===== src/rtl/rng_pkg.sv =====
// rtl/rng_pkg.sv - shared types and helpers for the TRNG consumer arbiter
// Purpose: FSM state encoding, fault code values and an index-width helper.
// Ports: none (package).
package rng_pkg;

    typedef enum logic [1:0] {
        IDLE    = 2'd0,
        GRANT   = 2'd1,
        DELIVER = 2'd2,
        FAULT   = 2'd3
    } state_e;

    localparam logic [1:0] FAULT_NONE    = 2'b00;
    localparam logic [1:0] FAULT_TIMEOUT = 2'b01;
    localparam logic [1:0] FAULT_REP     = 2'b10;

    // Bits needed to hold values 0..n-1, never less than one.
    function automatic int idx_w(input int n);
        return (n > 1) ? $clog2(n) : 1;
    endfunction

endpackage


===== src/rtl/rr_pick.sv =====
// rtl/rr_pick.sv - combinational round-robin selector
// Purpose: pick the first requesting index strictly after last_i, wrapping.
// Ports:
//   req_i  [N-1:0]  request vector
//   last_i [IW-1:0] index granted last time
//   gnt_o  [N-1:0]  one-hot grant
//   idx_o  [IW-1:0] granted index
//   any_o           at least one request present
module rr_pick
    import rng_pkg::*;
#(
    parameter int N  = 4,
    parameter int IW = idx_w(N)
) (
    input  logic [N-1:0]  req_i,
    input  logic [IW-1:0] last_i,
    output logic [N-1:0]  gnt_o,
    output logic [IW-1:0] idx_o,
    output logic          any_o
);

    int            cand;
    logic [IW-1:0] cidx;

    always_comb begin
        gnt_o = '0;
        idx_o = '0;
        any_o = 1'b0;
        cand  = 0;
        cidx  = '0;
        // Offsets 1..N visit last_i+1 first and last_i itself last.
        for (int k = 1; k <= N; k++) begin
            cand = (int'(last_i) + k) % N;
            cidx = cand[IW-1:0];
            if (!any_o && req_i[cidx]) begin
                any_o       = 1'b1;
                idx_o       = cidx;
                gnt_o[cidx] = 1'b1;
            end
        end
    end

endmodule


===== src/rtl/rng_arbiter.sv =====
// rtl/rng_arbiter.sv - round-robin sharing of one TRNG collector with health checks
// Purpose: grant one rng fetch per consumer request, deliver each word exactly once,
//          and latch a sticky fault on a repetition or fetch timeout.
// Ports:
//   clk, reset_n            clock, asynchronous active-low reset
//   enable                  global enable; low aborts any in-flight fetch
//   fault_clr               pulse that leaves the FAULT state
//   cli_req  [NUM_REQ-1:0]  per-consumer level request
//   cli_ack  [NUM_REQ-1:0]  one-hot delivery pulse
//   cli_word [WIDTH-1:0]    delivered word, zero when no ack
//   rng_en, rng_req         controls to the rng collector
//   rng_word, rng_valid     word and valid from the rng collector
//   fault, fault_code       sticky fault flag and cause
module rng_arbiter
    import rng_pkg::*;
#(
    parameter int NUM_REQ   = 4,
    parameter int WIDTH     = 4,
    parameter int TIMEOUT   = 64,
    parameter int REP_LIMIT = 3
) (
    input  logic               clk,
    input  logic               reset_n,
    input  logic               enable,
    input  logic               fault_clr,
    input  logic [NUM_REQ-1:0] cli_req,
    output logic [NUM_REQ-1:0] cli_ack,
    output logic [WIDTH-1:0]   cli_word,
    output logic               rng_en,
    output logic               rng_req,
    input  logic [WIDTH-1:0]   rng_word,
    input  logic               rng_valid,
    output logic               fault,
    output logic [1:0]         fault_code
);

    localparam int IW = idx_w(NUM_REQ);
    localparam int TW = idx_w(TIMEOUT);
    localparam int RW = idx_w(REP_LIMIT + 1);

    localparam logic [TW-1:0] TMO_LAST = TW'(TIMEOUT - 1);
    localparam logic [RW-1:0] REP_MAX  = RW'(REP_LIMIT);

    state_e             state_q, state_d;
    logic [IW-1:0]      ptr_q, ptr_d;      // rr pointer doubles as the granted index
    logic [NUM_REQ-1:0] gnt_q, gnt_d;
    logic [WIDTH-1:0]   word_q, word_d;
    logic [TW-1:0]      tmo_q, tmo_d;
    logic [RW-1:0]      rep_q, rep_d;
    logic [WIDTH-1:0]   prev_q, prev_d;
    logic               prev_vld_q, prev_vld_d;
    logic [1:0]         code_q, code_d;

    logic [NUM_REQ-1:0] pick_gnt;
    logic [IW-1:0]      pick_idx;
    logic               pick_any;
    logic [RW-1:0]      rep_inc;
    logic               rep_hit;

    rr_pick #(
        .N  (NUM_REQ),
        .IW (IW)
    ) u_pick (
        .req_i  (cli_req),
        .last_i (ptr_q),
        .gnt_o  (pick_gnt),
        .idx_o  (pick_idx),
        .any_o  (pick_any)
    );

    // Repetition count for the word on rng_word. Saturates so that a limit
    // reached during an aborted fetch still trips on the next equal word.
    always_comb begin
        rep_inc = RW'(1);
        if (prev_vld_q && (rng_word == prev_q)) begin
            rep_inc = (rep_q == REP_MAX) ? rep_q : rep_q + RW'(1);
        end
        rep_hit = (rep_inc >= REP_MAX);
    end

    always_comb begin
        state_d    = state_q;
        ptr_d      = ptr_q;
        gnt_d      = gnt_q;
        word_d     = word_q;
        tmo_d      = '0;
        rep_d      = rep_q;
        prev_d     = prev_q;
        prev_vld_d = prev_vld_q;
        code_d     = code_q;
        unique case (state_q)
            IDLE: begin
                if (enable && pick_any) begin
                    state_d = GRANT;
                    ptr_d   = pick_idx;
                    gnt_d   = pick_gnt;
                end
            end
            GRANT: begin
                tmo_d = tmo_q + TW'(1);
                // Health registers track every fetched word, even when aborted.
                if (rng_valid) begin
                    rep_d      = rep_inc;
                    prev_d     = rng_word;
                    prev_vld_d = 1'b1;
                end
                if (!enable) begin
                    state_d = IDLE;
                    word_d  = '0;
                end else if (rng_valid) begin
                    if (rep_hit) begin
                        state_d = FAULT;
                        code_d  = FAULT_REP;
                        word_d  = '0;
                    end else begin
                        state_d = DELIVER;
                        word_d  = rng_word;
                    end
                end else if (tmo_q == TMO_LAST) begin
                    state_d = FAULT;
                    code_d  = FAULT_TIMEOUT;
                end
            end
            DELIVER: begin
                // Word leaves the register whether it was taken or discarded.
                state_d = IDLE;
                word_d  = '0;
            end
            FAULT: begin
                if (fault_clr) begin
                    state_d    = IDLE;
                    code_d     = FAULT_NONE;
                    rep_d      = '0;
                    prev_vld_d = 1'b0;
                end
            end
            default: state_d = IDLE;
        endcase
    end

    always_ff @(posedge clk or negedge reset_n) begin
        if (!reset_n) begin
            state_q    <= IDLE;
            ptr_q      <= IW'(NUM_REQ - 1);
            gnt_q      <= '0;
            word_q     <= '0;
            tmo_q      <= '0;
            rep_q      <= '0;
            prev_q     <= '0;
            prev_vld_q <= 1'b0;
            code_q     <= FAULT_NONE;
        end else begin
            state_q    <= state_d;
            ptr_q      <= ptr_d;
            gnt_q      <= gnt_d;
            word_q     <= word_d;
            tmo_q      <= tmo_d;
            rep_q      <= rep_d;
            prev_q     <= prev_d;
            prev_vld_q <= prev_vld_d;
            code_q     <= code_d;
        end
    end

    // Ack is combinational so a consumer that dropped its request, or a
    // disable, suppresses delivery within the same cycle.
    always_comb begin
        cli_ack  = '0;
        if ((state_q == DELIVER) && enable) begin
            cli_ack = gnt_q & cli_req;
        end
        cli_word = (|cli_ack) ? word_q : '0;
    end

    assign fault      = (state_q == FAULT);
    assign fault_code = code_q;
    assign rng_en     = enable & ~fault;
    assign rng_req    = (state_q == GRANT) & ~rng_valid;

endmodule


===== config.mk =====
export PLATFORM = sky130hd
export DESIGN_NAME = rng_arbiter
export DESIGN_NICKNAME = d
export VERILOG_FILES = /design/src/rtl/rng_pkg.sv /design/src/rtl/rr_pick.sv /design/src/rtl/rng_arbiter.sv
export SDC_FILE = /design/constraint.sdc
export NUM_CORES = 1
export LEC_CHECK = 0
export CORE_MARGIN = 5
export CORE_UTILIZATION = 50
export CTS_CLUSTER_SIZE = 14
export DETAILED_ROUTE_END_ITERATION = 10
export PLACE_DENSITY_LB_ADDON = 0.25
export SYNTH_ARGS = -nofsm -noshare
export SYNTH_HDL_FRONTEND = slang
export SYNTH_SLANG_ARGS = --single-unit

===== constraint.sdc =====
create_clock -name clk -period 4.2 [get_ports clk]
set_clock_uncertainty 0.15 [all_clocks]
set_input_delay 0.84 -clock clk [delete_from_list [all_inputs] [get_ports clk]]
set_output_delay 0.84 -clock clk [all_outputs]
set_load 0.05 [all_outputs]

======== Word-level counts from Yosys, hierarchy flattened ========
Index checks and enable logic that the tools add are counted.
operators by class
  $add $sub $neg .......................... 6
  $mul .................................... 0
  div/mod/pow operators ................... 0
  magnitude comparators ................... 9
  equality and inequality tests ........... 14
  shift-type cells ........................ 0
  mux-type cells .......................... 54
  bitwise operators ....................... 8
  reduce and logical (&&, ||, !) cells .... 23
operators by type and width
  kind                                                                                  number
  4-bit 2-to-1 mux                                                                      9
  2-bit 2-to-1 mux                                                                      16
  1-bit 2-to-1 mux                                                                      15
  2-bit by 3-bit < comparator with 1-bit output (second input constant)                 4
  4-bit OR                                                                              3
  1-bit logical AND                                                                     10
  3-bit inequality test (second input constant)                                         3
  1-bit binary-select mux with 2-bit select                                             4
  1-bit demux with 2-bit select                                                         4
  2-bit by 1-bit greater-or-equal comparator with 1-bit output (second input constant)  4
  2-bit inequality test (second input constant)                                         4
  2-bit one-hot mux with 2 select lines                                                 2
  2-bit one-hot mux with 4 select lines                                                 1
  4-bit one-hot mux with 2 select lines                                                 1
  2-bit by 1-bit adder with 2-bit output (second input constant)                        3
  6-bit by 1-bit adder with 6-bit output (second input constant)                        1
  2-bit equality test (second input constant)                                           3
  6-bit equality test (second input constant)                                           1
  6-bit 2-to-1 mux                                                                      1
  2-bit AND reduction                                                                   3
  3-bit AND reduction                                                                   2
  5-bit AND reduction                                                                   1
  2-bit adder (second input constant)                                                   2
  4-bit bitwise AND                                                                     1
  11 further kinds                                                                      16
word-level totals
  register bits ........................... 27
  latch bits .............................. 0
  memory bits (writable) .................. 0
  ROM bits ................................ 0
  input bits .............................. 13
  output and inout port bits .............. 13
  word-level logic and storage cells ...... 123
  memories ................................ 0

======== Logic depth before layout (Yosys ltp) ========
Gate-level depths: netlist of the first run.
  depth in word-level cells ............... 16
  gate-level depth with buffers ........... 9

======== Modules after synthesis ========
A second synthesis of the first run with hierarchy kept.
unflattened totals
  cells, all modules ...................... 210
  area, all modules ....................... 1960.6 sq um
modules (own cells, without submodules)
  module       instances  cells each  area each (sq um)  sequential area each (sq um)
  rng_arbiter  1          124         1331.3             678.2
  rr_pick      1          86          629.4              0.0

======== Worst setup path after synthesis of the first run ========
No wires, ideal clock.
  path kind ............................... in2out
  start ................................... input port cli_req[3]
  end ..................................... output port cli_word[0]
  arrival time ............................ 2504 ps
  path slack .............................. 706 ps
  cell stages on the path ................. 4
  buffers on the path ..................... 1
  cell sequence ........................... clkbuf_1 and3_1 nor4_1 nor2b_1
between the ends
  word-level cells in the longest chain between the ends .. 4
RTL lines
  element             line                source
  start, declared     rng_arbiter.sv:26   input logic [NUM_REQ-1:0] cli_req,
  4-bit bitwise AND   rng_arbiter.sv:170  cli_ack = gnt_q & cli_req;
  4-bit 2-to-1 mux    rng_arbiter.sv:169  if ((state_q == DELIVER) && enable) begin
  via cli_ack[3]      rng_arbiter.sv:27   output logic [NUM_REQ-1:0] cli_ack,
  4-bit OR reduction  rng_arbiter.sv:172  cli_word = (|cli_ack) ? word_q : '0;
  4-bit 2-to-1 mux    rng_arbiter.sv:172
  end, declared       rng_arbiter.sv:28   output logic [WIDTH-1:0] cli_word,
The timed path passes the listed nets, and every way through them passes these cells.

======== Worst setup path in the final report of the first run ========
  start ................................... input port enable
  end ..................................... output port cli_word[0]
between the ends
  word-level cells in the longest chain between the ends .. 4
RTL lines
  element             line                source
  start, declared     rng_arbiter.sv:24   input logic enable,
  1-bit logical AND   rng_arbiter.sv:169
  4-bit 2-to-1 mux    rng_arbiter.sv:169
  4-bit OR reduction  rng_arbiter.sv:172
  4-bit 2-to-1 mux    rng_arbiter.sv:172
No other way between the ends.

==> out/qor.yml, run 1 <==
worst_setup_path:
  r2r-start: "ptr_q[0]$_DFFE_PN1P_"
  crit_path_end_kind: "output pin"
  cp.arrival_ps: 2770
  start_kind: "input port"
  worst-r2r-cell-count: 6
  rrSetupSlack_ps: 1150
  crit_fanout: 7
  r2r-end: "gnt_q[0]$_DFFE_PN0P_"
  worstSetupPathType: "input port to output pin"
  required_ps: 3210
routing:
  wl_met2_mm: 1.89
  dr.pass1.iters: 4
  wl_met1_mm: 1.61
  via_per_inst: 5.84
  top_layer: "met4"
  drt_first_iter_violations: 66
  num_vias: 1465
  antenna_left: 0
  wl_mm: 3.75
  wl_met3_um: 189
  drcViolationCount: 0
  wl_per_cell_um: 14.9
floorplanning:
  core_area_sq_um: 3420
  dieWidth_um: 70.1
  io_pins: 26
  rows: 21
  start_util_pct: 52.9
  chipHeight_um: 70.1
  die_area_sq_um: 4920
placed_design:
  place.port_buffers: 25
  dp_hpwl_mm: 2.93
  place_congestion: 0.845
finish:
  drive_above_1_share_pct: 11.7
  area_growth_pct: 16.1
  fill_cells: 305
  fin_util_pct: 61.4
  layout.nets: 228
  insertedDiodeCount: 0
sta:
  rsz0062_at_grt: "no"
  timing.hold.ws_ps: 326
  setup_violations: 0
  period_minus_slack_ps: 3760
  finalSetupTns_ps: 0
  worstMarginPinSlew_ps: 1110
  hold_viol: 0
  fin_crit_sh_pct: 89.6
  slew_viol_final: 0
  clock.fmax_ghz: 0.266
  max_slew_margin_pct: 25.7
clock_tree:
  clk_pin_slew_ps: 140
  numCtsBuffers: 3
  insertion_delay_ps: 310
  cts_tree: "yes"
  cts_hold_buf: 0
  cts_setup_buffers: 0
  ctsResizeCount: 0
  cts.sinks: 27
  cts.path.max_buffers: 2
  clk_root_buffer_cell: "clkbuf_4"
  h-tree-depth: 1
yosys:
  yosysWarnings: 0
  ys_seq_elements: 27
  ys_seq_area_share_pct: 37.5
  postSynthCellCount: 183
  synthesis.area_sq_um: 1810
  async_reset_ff_share_pct: 100
  syn_avg_cell_area_sq_um: 9.88
  yosys_most_used_dff: "dfrtp_1"
  synthesis.nets: 205
  synth_enable_flop_cells: 0
  synth.distinct_cells: 52
pwr:
  p_sw_share_pct: 40.5
  seqPwrFrac_pct: 42.0
  p_comb_share_pct: 47.2
  clockPowerShare_pct: 10.9
  p_int_w: 0.000591
  power.switching_w: 0.000402
  total_power_w: 0.000992
  power_density_nw_per_um2: 473
  leakage_nw: 0.915
  peakVddDrop_v: 0.000232
min_path:
  holdPathEnd: "tmo_q[0]$_DFF_PN0_"
  min_delay_path_depth: 1
  min_path_type: "flip-flop to flip-flop"
  hold_path_startpoint: "tmo_q[0]$_DFF_PN0_"
global_route:
  antenna_found_initial: 0
  grt_pass1_wl_mm: 6.69
  grt_max_degree: 27
  grt-ovfl-total: 0
  grt.total_usage_pct: 16.2
  grt_pass1_vias: 1431
run_status:
  status: "completed"
flow_run:
  maxCapViolCount: 0
## sequential cells by signal, summed over array words and instances, names as in the netlist
name / cells
gnt_q: 4
rep_q: 2
word_q: 4
prev_vld_q: 1
fault_code: 2
ptr_q: 2
state_q: 2
tmo_q: 6
prev_q: 4
## worst max-delay path by stage
stage,start,depth (start not counted),end
floorplan,cli_req[3],4,cli_word[0]
global placement,enable,6,cli_word[0]
detailed placement,enable,6,cli_word[0]
CTS,enable,6,cli_word[0]
global route,enable,6,cli_word[2]
finish,enable,6,cli_word[0]
## placed cells by master, fill, tap and decap left out, types with 5 or more instances in the layout
| master | netlist | final |
|---|---|---|
| nand2_1 | 10 | 10 |
| and3_1 | 5 | 5 |
| clkdlybuf4s50_1 | 0 | 21 |
| nor2_1 | 10 | 10 |
| dfrtp_1 | 25 | 25 |
| a21oi_1 | 11 | 11 |
| nor2b_1 | 8 | 8 |
| ha_1 | 9 | 9 |
| xor2_1 | 5 | 5 |
| nand3_1 | 6 | 6 |
| inv_1 | 12 | 12 |
| buf_4 | 0 | 9 |
## area by class of cell
type / count / area, sq um / area share (%)
multi-input combinational: 132 / 1010 / 48.2
sequential: 27 / 678 / 32.3
timing repair buffer: 30 / 278 / 13.2
tap: 46 / 57.6 / 2.74
inverter: 12 / 45.0 / 2.15
clock buffer: 3 / 22.5 / 1.07
clock inverter: 1 / 5.00 / 0.239
## cell families after synthesis
| kind of cell | Yosys count | synth area share [%] |
|---|---|---|
| XOR/XNOR | 8 | 3.88 |
| flip-flops | 27 | 37.5 |
| multiplexers | 7 | 6.64 |
| adder cells (fa/ha/maj) | 9 | 6.23 |
| AND/OR/NAND/NOR | 65 | 21.3 |
| buffers and inverters | 24 | 6.51 |
| AO/OA/AOI/OAI | 43 | 17.9 |
## worst max-delay path, stage by stage
cell and delay, ps:
clkdlybuf4s50_1 520, and3b_1 270, and3_1 210, nor4_1 600, nor2b_1 110, buf_4 220
## layer usage
metal / vias up / track usage (%)
li1: 717 / -
met1: 703 / 21.5
met2: 41 / 26.9
met3: 4 / 3.30
met4: 0 / 4.47
met5: - / 0
## stage by stage
stage / area, sq um / instances / setup slack [ps]
finish: 2100 / 251 / 439
global route: 2100 / 251 / 306
CTS: 2100 / 251 / 411
detailed placement: 2070 / 247 / 412
global placement: 2070 / 247 / 507
floorplan: 1810 / 183 / 706
## cells in the mapped netlist (3+ instances only)
master,n,share of area (%)
a21oi_1,11,3.0
a221o_1,4,2.2
a221oi_1,4,1.9
a22o_1,4,1.9
a31oi_1,4,1.4
and3_1,5,1.7
buf_2,4,1.1
buf_6,3,1.9
clkbuf_1,5,1.0
dfrtp_1,25,35
ha_1,9,6.2
inv_1,12,2.5
mux2_2,4,2.5
nand2_1,10,2.1
nand2b_1,3,1.0
nand3_1,6,1.7
nor2_1,10,2.1
nor2b_1,8,2.8
o21ai_0,3,0.83
or3b_1,4,1.9
xnor2_1,3,1.5
xor2_1,5,2.4
## power groups by stage
stage,Clock (W),Combinational (W),Sequential [W]
after floorplan,0,0.000421,0.000376
after global placement,0,0.000452,0.000415
after detailed placement,0,0.000467,0.000419
after CTS,0.000114,0.000467,0.000415
after global routing,0.000125,0.000524,0.000427
final,0.000108,0.000468,0.000417
(Power assumes the default switching activity.)
==> inputs of run 2 (changes only) <==
--- a/constraint.sdc
+++ b/constraint.sdc
@@ -4,2 +4,2 @@
 set_output_delay 0.84 -clock clk [all_outputs]
-set_load 0.05 [all_outputs]
+set_load 0.01 [all_outputs]
==> run 2 against run 1 <==
Largest cell class unchanged; maximum frequency hardly changed; worst setup slack worse by 2.5 ps; cell count shrank 1.2%; sequential share of layout area grew 0.15 points; via count down 0.96%; first-iteration DRC count increased by 7.6%; core utilization fell by 0.29 points; critical path type unchanged; highest routed layer unchanged.
==> out/qor.yml, run 2 (synthesized netlist as in run 1, its figures left out) <==
worst_setup_path:
  start_kind: "input port"
  rrSetupSlack_ps: 1170
  worstPathCellList: "clkdlybuf4s50_1 > and3b_1 > and3_1 > nor4_1 > buf_4 > nor2b_1 > clkdlybuf4s50_1"
  cp_num_buf_inv: 3
  cp_slowest_cell: "clkdlybuf4s50_1"
  worst-r2r-cell-count: 6
  worstSetupPathType: "input port to output pin"
  crit_path_end_kind: "output pin"
  critPathTopFamily: "buffers and inverters"
  r2r-start: "ptr_q[0]$_DFFE_PN1P_"
  critPathMaxStageDelay_ps: 500
  required_ps: 3210
  crit_fanout: 7
  path_common_cell: "clkdlybuf4s50_1"
  r2r-end: "gnt_q[0]$_DFFE_PN0P_"
  cp.arrival_ps: 2770
pwr:
  leakage_nw: 0.888
  seqPwrFrac_pct: 42.3
  clockPowerShare_pct: 11.6
  p_sw_share_pct: 40.0
  peakVddDrop_v: 0.000297
  p_comb_share_pct: 46.1
  power.switching_w: 0.000393
  p_int_w: 0.000590
  power_density_nw_per_um2: 471
global_route:
  grt.total_usage_pct: 15.9
  grt-ovfl-total: 0
  antenna_found_initial: 0
  grt_pass1_wl_mm: 6.47
  grt_pass1_vias: 1343
  grt_max_degree: 27
floorplanning:
  start_util_pct: 52.9
  chipHeight_um: 70.1
  io_pins: 26
  dieWidth_um: 70.1
  rows: 21
  die_area_sq_um: 4920
  core_area_sq_um: 3420
finish:
  fill_cells: 302
  layout.nets: 225
  insertedDiodeCount: 0
  largest_reg_flops: 6
  fin_util_pct: 61.1
  drive_above_1_share_pct: 8.42
  area_growth_pct: 15.5
  final_cell_mix: "dfrtp_1 (25), clkdlybuf4s50_1 (25), inv_1 (12), a21oi_1 (11)"
  largest_register: "tmo_q"
sta:
  fin_crit_sh_pct: 89.6
  max_slew_margin_pct: 25.5
  rsz0062_at_grt: "no"
  finalSetupTns_ps: 0
  worstMarginPinSlew_ps: 1110
  setup_violations: 0
  slew_viol_final: 0
  hold_viol: 0
  clock.fmax_ghz: 0.266
  period_minus_slack_ps: 3760
clock_tree:
  cts.sinks: 27
  cts.path.max_buffers: 2
  clk_pin_slew_ps: 160
  numCtsBuffers: 3
  clk_root_buffer_cell: "clkbuf_4"
  h-tree-depth: 1
  cts_hold_buf: 0
  insertion_delay_ps: 330
  cts_setup_buffers: 0
  cts_tree: "yes"
  ctsResizeCount: 0
routing:
  antenna_left: 0
  top_layer: "met4"
  drcViolationCount: 0
  wl_met2_mm: 1.87
  wl_mm: 3.72
  via_per_inst: 5.85
  wl_met1_mm: 1.65
  wl_per_cell_um: 15.0
  drt_first_iter_violations: 71
  dr.pass1.iters: 6
  num_vias: 1451
  wl_met3_um: 152
min_path:
  holdPathEnd: "tmo_q[0]$_DFF_PN0_"
  min_path_type: "flip-flop to flip-flop"
  min_delay_path_depth: 1
  hold_path_startpoint: "tmo_q[0]$_DFF_PN0_"
run_status:
  status: "completed"
flow_run:
  maxCapViolCount: 0
placed_design:
  dp_hpwl_mm: 2.83
  place.port_buffers: 25
  place_congestion: 0.856
run 2: changes by cell type in the layout (fill, tap and decap cells not counted):
cell / change
clkdlybuf4s50_1: +4
clkinvlp_4: +1
buf_4: -7
clkinv_2: -1
run 2: worst register-to-register path, cell delays in order (launching register included):
cell and delay [ps]:
dfstp_2 760, inv_1 220, ha_1 460, mux4_1 750
a21oi_1 180, a221oi_1 100, a221o_1 300
run 2: worst max-delay path by stage:
stage	endpoint	startpoint	slack [ps]	depth (start not counted)
2_1_floorplan	cli_word[0]	enable	1360	4
3_3_place_gp	cli_word[0]	enable	450	7
3_5_place_dp	cli_word[2]	enable	440	7
4_1_cts	cli_word[2]	enable	430	7
5_1_grt	cli_word[2]	enable	300	7
6_report	cli_word[2]	enable	440	7
run 2: metrics by stage:
step	instances	hold slack (ps)	total power, W	instance area, sq um	worst slack, ps
detailed placement	244	310	0.000872	2060	441
floorplan	183	282	0.000787	1810	1360
global route	248	376	0.00106	2090	301
finish	248	340	0.000983	2090	436
CTS	248	338	0.000984	2090	429
global placement	244	303	0.000852	2060	449
run 2: routing by layer:
| metal | global-route usage [%] | vias to the layer above |
|---|---|---|
| met5 | 0 | - |
| met4 | 4.47 | 0 |
| met3 | 2.15 | 4 |
| met2 | 25.4 | 40 |
| met1 | 22.4 | 696 |
| li1 | - | 711 |
run 2: layout make-up:
class                      instances  area (sq um)  share of cell area, %
sequential                        27           678                   32.5
tap                               46          57.6                   2.76
inverter                          12          45.0                   2.16
multi-input combinational        132          1010                   48.5
clock inverter                     1          7.51                  0.359
clock buffer                       3          22.5                   1.08
timing repair buffer              27           265                   12.7
run 2: power groups by stage:
stage               registers, W  clock network [W]  logic, W
global placement        0.000415                  0  0.000436
CTS                     0.000415           0.000117  0.000453
floorplan               0.000376                  0  0.000411
detailed placement      0.000418                  0  0.000454
finish                  0.000416           0.000114  0.000453
global route            0.000429           0.000126  0.000508
==> inputs of run 3 (changes only) <==
- SKIP_CTS_REPAIR_TIMING: default -> 1
==> results of run 3 <==
Same layout as run 2: the final DEF is identical, and so are final timing and power.
